==> config.mk <==
export PLATFORM = sky130hd
export DESIGN_NAME = mem_stage
export DESIGN_NICKNAME = d
export VERILOG_FILES = /design/src/rtl/mem_stage_pkg.sv /design/src/rtl/mem_stage.sv
export SDC_FILE = /design/constraint.sdc
export NUM_CORES = 1
export LEC_CHECK = 0
export ABC_AREA = 1
export CORE_ASPECT_RATIO = 0.6
export CORE_MARGIN = 1
export CORE_UTILIZATION = 40
export CTS_BUF_LIST = sky130_fd_sc_hd__clkbuf_4 sky130_fd_sc_hd__clkbuf_8 sky130_fd_sc_hd__clkbuf_16
export CTS_CLUSTER_SIZE = 28
export DETAILED_ROUTE_END_ITERATION = 8
export PLACE_DENSITY = 0.85
export RECOVER_POWER = 50
export SKIP_LAST_GASP = 1
export SLEW_MARGIN = 0
export SYNTH_ARGS = -nofsm -noshare
export SYNTH_HDL_FRONTEND = slang
export SYNTH_SLANG_ARGS = --single-unit
==> constraint.sdc <==
create_clock -name clk -period 3.1 [get_ports clk]
set_input_delay 0.62 -clock clk [delete_from_list [all_inputs] [get_ports clk]]
set_output_delay 0.62 -clock clk [all_outputs]
set_load 0.005 [all_outputs]
==> src/rtl/mem_stage_pkg.sv <==
// Shared definitions for the MEM pipeline stage: FSM encoding, field widths and
// the data word returned when a bus access is aborted.
package mem_stage_pkg;

    typedef enum logic [1:0] {
        StIdle = 2'd0,
        StWait = 2'd1,
        StDone = 2'd2
    } state_t;

    localparam int unsigned REG_FILE_ADDR_LEN = 5;
    localparam int unsigned BASE_ADDR_DEF     = 1024;
    localparam logic [31:0] ABORT_DATA        = 32'hDEADBEEF;

endpackage

==> src/rtl/mem_stage.sv <==
// MEM stage: runs loads/stores over a req/ack bus and freezes upstream until done.
// Optional bus timeout/abort is enabled with `define MEM_TIMEOUT_EN.
module mem_stage
    import mem_stage_pkg::*;
#(
    parameter int unsigned BASE_ADDR = BASE_ADDR_DEF,
    parameter int unsigned ADDR_W    = 10,
    parameter int unsigned TIMEOUT   = 255
) (
    input  logic                         clk,
    input  logic                         rst,
    input  logic                         WB_EN_IN,
    input  logic                         MEM_R_EN_IN,
    input  logic                         MEM_W_EN_IN,
    input  logic [31:0]                  ALUResIn,
    input  logic [31:0]                  STValIn,
    input  logic [REG_FILE_ADDR_LEN-1:0] destIn,
    output logic                         WB_EN,
    output logic                         MEM_R_EN,
    output logic [31:0]                  ALURes,
    output logic [31:0]                  memReadVal,
    output logic [REG_FILE_ADDR_LEN-1:0] dest,
    output logic                         freeze,
    output logic                         mem_req,
    output logic                         mem_we,
    output logic [ADDR_W-1:0]            mem_addr,
    output logic [31:0]                  mem_wdata,
    input  logic                         mem_ack,
    input  logic [31:0]                  mem_rdata,
    output logic                         mem_err
);

    state_t      state_q;
    logic [31:0] rdata_q;
    logic        access;
    logic        busy;

`ifdef MEM_TIMEOUT_EN
    localparam logic [7:0] TimeoutCnt = 8'(TIMEOUT);
    logic [7:0] tmo_cnt_q;
    logic       mem_err_q;
`else
    localparam int unsigned unused_timeout = TIMEOUT;
`endif

    // A simultaneous load+store is treated as a load.
    assign access = MEM_R_EN_IN | MEM_W_EN_IN;

    always_ff @(posedge clk or negedge rst) begin
        if (!rst) begin
            state_q   <= StIdle;
            rdata_q   <= '0;
            mem_addr  <= '0;
            mem_wdata <= '0;
            mem_we    <= 1'b0;
`ifdef MEM_TIMEOUT_EN
            tmo_cnt_q <= '0;
            mem_err_q <= 1'b0;
`endif
        end else begin
            unique case (state_q)
                StIdle: begin
                    if (access) begin
                        state_q   <= StWait;
                        mem_addr  <= ADDR_W'((ALUResIn - 32'(BASE_ADDR)) >> 2);
                        mem_wdata <= STValIn;
                        mem_we    <= MEM_W_EN_IN & ~MEM_R_EN_IN;
`ifdef MEM_TIMEOUT_EN
                        tmo_cnt_q <= '0;
`endif
                    end
                end
                StWait: begin
                    if (mem_ack) begin
                        state_q <= StDone;
                        rdata_q <= mem_we ? 32'd0 : mem_rdata;
                    end
`ifdef MEM_TIMEOUT_EN
                    else begin
                        tmo_cnt_q <= tmo_cnt_q + 8'd1;
                        if (tmo_cnt_q + 8'd1 == TimeoutCnt) begin
                            state_q   <= StDone;
                            rdata_q   <= ABORT_DATA;
                            mem_err_q <= 1'b1;
                        end
                    end
`endif
                end
                StDone: state_q <= StIdle;
                default: state_q <= StIdle;
            endcase
        end
    end

    // Stall from the cycle an access is seen until the bus completes; DONE releases.
    assign busy       = (state_q == StWait) || ((state_q == StIdle) && access);
    assign freeze     = busy;
    assign mem_req    = (state_q == StWait);
    assign WB_EN      = WB_EN_IN & ~busy;
    assign MEM_R_EN   = MEM_R_EN_IN & ~busy;
    assign ALURes     = ALUResIn;
    assign dest       = destIn;
    assign memReadVal = rdata_q;

`ifdef MEM_TIMEOUT_EN
    assign mem_err = mem_err_q;
`else
    assign mem_err = 1'b0;
`endif

endmodule

---- Word level (Yosys, flattened, before mapping) ----
Cells that the tools add are included.
storage, ports and cells
  register bits ........................... 77
  bits of input ports ..................... 107
  output and inout bits ................... 117
  word-level logic and storage cells ...... 25
cells by class
  add/sub/neg operators ................... 1
  equal/unequal tests ..................... 3
  multiplexer cells ....................... 4
  bitwise operators ....................... 6
  reduce and logical (&&, ||, !) cells .... 6
operator list
  cell                    number
  $mux 32                 1
  $sub 12x11->12 const B  1
  $reduce_and 2->1        3
  $mux 2                  2
  $pmux 2 s2              1
  $and 1x1->1             3
  $eq 2x1->1 const B      1
  $logic_not 2->1         1
  $ne 2x1->1 const B      1
  $ne 2x2->1 const B      1
  $not 1->1               2
  $logic_and 1x1->1       1
  $logic_or 1x1->1        1
  $or 1x1->1              1

---- Depth between registers and ports, before layout ----
  word-level depth ........................ 5
  depth in mapped cells ................... 6
  depth with buffers taken out ............ 5

---- Worst setup path before layout ----
No wires, ideal clock.
  kind .................................... in2out
  start ................................... in MEM_R_EN_IN
  end ..................................... out MEM_R_EN
  data arrival time ....................... 1.140 ns
  data required time ...................... 2.480 ns
  path slack .............................. 1.340 ns
  stages .................................. 5
  buffers on the path ..................... 0
  cells stage by stage .................... inv_1 nand2_1 nand2_4 nand2_1 nor2_1
between the ends
  longest elaborated chain between the ends .. 5
RTL lines
  what                RTL line          source
  start: declaration  mem_stage.sv:13   input logic MEM_R_EN_IN,
  $or 1x1->1          mem_stage.sv:47   assign access = MEM_R_EN_IN | MEM_W_EN_IN;
  $logic_and 1x1->1   mem_stage.sv:96   assign busy = (state_q == StWait) || ((state_q == StIdle) && access);
  $logic_or 1x1->1    mem_stage.sv:96
  named net freeze    mem_stage.sv:23   output logic freeze,
  $not 1->1           mem_stage.sv:100  assign MEM_R_EN = MEM_R_EN_IN & ~busy;
  $and 1x1->1         mem_stage.sv:100
  end: declaration    mem_stage.sv:19   output logic MEM_R_EN,
The timed path passes the listed nets, and every way through them passes these cells.

---- Worst setup path in the final report ----
  start ................................... in MEM_R_EN_IN
  end ..................................... out WB_EN
between the ends
  longest elaborated chain between the ends .. 5
RTL lines
  what               RTL line         source
  $or 1x1->1         mem_stage.sv:47
  $logic_and 1x1->1  mem_stage.sv:96
  $logic_or 1x1->1   mem_stage.sv:96
  $not 1->1          mem_stage.sv:99  assign WB_EN = WB_EN_IN & ~busy;
  $and 1x1->1        mem_stage.sv:99
  end: declaration   mem_stage.sv:18  output logic WB_EN,
No other way between the ends.

==> metrics.txt <==
status finished with violations; failing checks design-rule violations, max-capacitance violations, max-slew violations; CTS sink cnt 77; Sum Neg Setup Slack 0 ns; Worst Max-Slew Pin Slew 1.85 ns; Area contributors post-synth dfrtp_1 53%, nand2_1 20%, buf_4 8.7%; Post-Synthesis Cells 452; initial drt markers 157; cell accounting for the most synthesized area dfrtp_1; clk_lat worst skew 0.32 ns; DR WL/cell 12.7 um; Top cell by count, worst path nand2_1; crit share post-route 90.4%; Max Fanout on Critical Path 3; share of layout cells above drive strength 1 5.00%; Non-Filler Instances 692; Setup Buffers After CTS 0; Total Routing Usage GR 18.8%; Synth Cell Area 0.00364 mm^2; die area 0.00949 mm^2; critical path, cell by cell dlygate4sd3_1, inv_1, nand2_1, nand2_4, nand2_1, nor2_1, clkdlybuf4s50_1; final max-slew violation count 78; vias in the first global route 2838; f_max 357 MHz; DRC errors left 2; min Tclk post-route 2.80 ns; core area 0.00865 mm^2; VDD IR max 409 uV; cells on worst reg2reg path 4; Vias 3095; biggest cell delay along the critical path 0.55 ns; critical path depth 7; RSZ-0062 raised after global routing no; final instance area 0.00532 mm^2; Yosys reg bits 77; Ant. Diodes 0; worst min path class flip-flop to flip-flop; CP Capture Type output port; post-DP HPWL 6320 um; # setup viols final 0; Die Wd 125 um; clk_skew 0.00619 ns; placed insts 676; Leakage 2.71 nW; largest net degree at the start of global routing 78; DR vias/cell 4.47; Top Family by Delay on Critical Path buffers and inverters; Critical Path AT 2.18 ns; initial antenna violation count 0; post-synth top area share 53.0%; Critical Path Start MEM_R_EN_IN; critical path data required time 2.48 ns; WHS Path Cells 2; storage element area 0.00193 mm^2; Clock Tree Root clkbuf_16; CTS resizes 0; kind of critical path input port to output port; Clock transition at path regs 0.05 ns; total routed wirelength 8820 um; synthesized area per cell 8.05 um^2; multi-input logic area 0.00112 mm^2; Buf/Inv on CP 3; remaining antenna violation count 0; hold_sp mem_wdata[4]; Die Y 75.9 um; slowest CP cell dlygate4sd3_1; MaxCap Viol Count 1; first-pass GRT wire length 13800 um; CP startpoint kind input port; PortBufs 168; post-synth cell types 15; drt pass-1 iters 9; Area Overhead vs Synth 46.1%; syn_nets 559; Yosys Warn Count 0; post-placement cell area 0.00505 mm^2; Num CTS Buffers 9; Slew headroom -23.6%; Initial Util 42.0%; total grt overflow 0; Boundary Pins 224; row count 26; Fill cells 735; power density over the cells 936 mW/mm^2; sequential share of the synthesized area 53.0%; hold slack 0.466 ns; CTS H-Tree Depth 3; Post-CTS Hold Fix Bufs 0; post-layout net count 682; clk buf depth 2; GP Congestion 0.775; CTS tree done; Final Hold Viols 0; reg2reg start state_q[1]
layer usage:
| layer | wire [um] | global-route usage [%] |
|---|---|---|
| met1 | 4030 | 23.8 |
| met2 | 4130 | 31.0 |
| met3 | 610 | 6.88 |
| met4 | 50 | 5.42 |
| met5 | 0 | 0 |
where the power goes:
part           total, mW  internal [mW]  switching (mW)
Combinational       2.25           1.26           0.993
Sequential          1.80           1.51           0.291
Clock              0.927          0.547           0.380
Total               4.98           3.31            1.66
per-stage QoR:
step / util (%) / power (mW) / setup WS, ns
after floorplan: - / 2.79 / 1.34
after global placement: 58.3 / 4.00 / 0.530
after detailed placement: 58.3 / 4.08 / 0.424
after CTS: 61.5 / 5.04 / 0.424
after global routing: 61.4 / 5.35 / 0.200
final: 61.4 / 4.98 / 0.296
Yosys cell counts, drive strengths merged:
| master | number |
|---|---|
| nand3 | 42 |
| buf | 57 |
| conb | 1 |
| o21ai | 1 |
| nand2 | 192 |
| inv | 40 |
| clkbuf | 3 |
| nor2 | 39 |
| dfrtp | 77 |
final timing paths:
kind                                 end  slack [ns]
setup / recovery                   WB_EN        0.30
hold / removal              mem_wdata[4]        0.47
setup reg to reg              state_q[0]        1.50
hold reg to reg             mem_wdata[4]        0.47
max in group asynchronous  memReadVal[6]        1.19
min in group asynchronous  mem_wdata[28]        0.80
worst min-delay path: stages (launching register included):
cell,delay (ns)
dfrtp_1,0.34
nand2_1,0.05
nand2_1,0.05
area by class of cell:
class | instances | area share [%]
clock buffer | 10 | 4.38
clock inverter | 6 | 0.753
inverter | 40 | 2.82
multi-input combinational | 275 | 21.1
sequential | 77 | 36.3
tap | 112 | 2.64
timing repair buffer | 172 | 32.1
cells by family after synthesis:
family | share of synthesized area (%)
AND/OR/NAND/NOR | 30.6
buffers and inverters | 16.2
AO/OA/AOI/OAI | 0.137
flip-flops | 53.0
other | 0.103
cells in the final DEF (no fill, tap or decap):
cell             count
nand2_1            189
clkdlybuf4s50_1    166
dfrtp_1             77
nand3_1             42
inv_1               38
nor2_1              36
clkbuf_16            9
clkinvlp_4           4
nor2_4               3
buf_4                3
inv_2                2
nand2_2              2
clkinv_2             2
clkbuf_2             2
nand2_4              1
o21ai_0              1
conb_1               1
clkbuf_4             1
dlygate4sd3_1        1
state kept, by name, indices dropped and copies added, names as in the netlist:
register and flops:
memReadVal 32, mem_addr 10, mem_wdata 32, mem_we 1
state_q 2
Note: power is estimated with default switching activity, not from simulation.
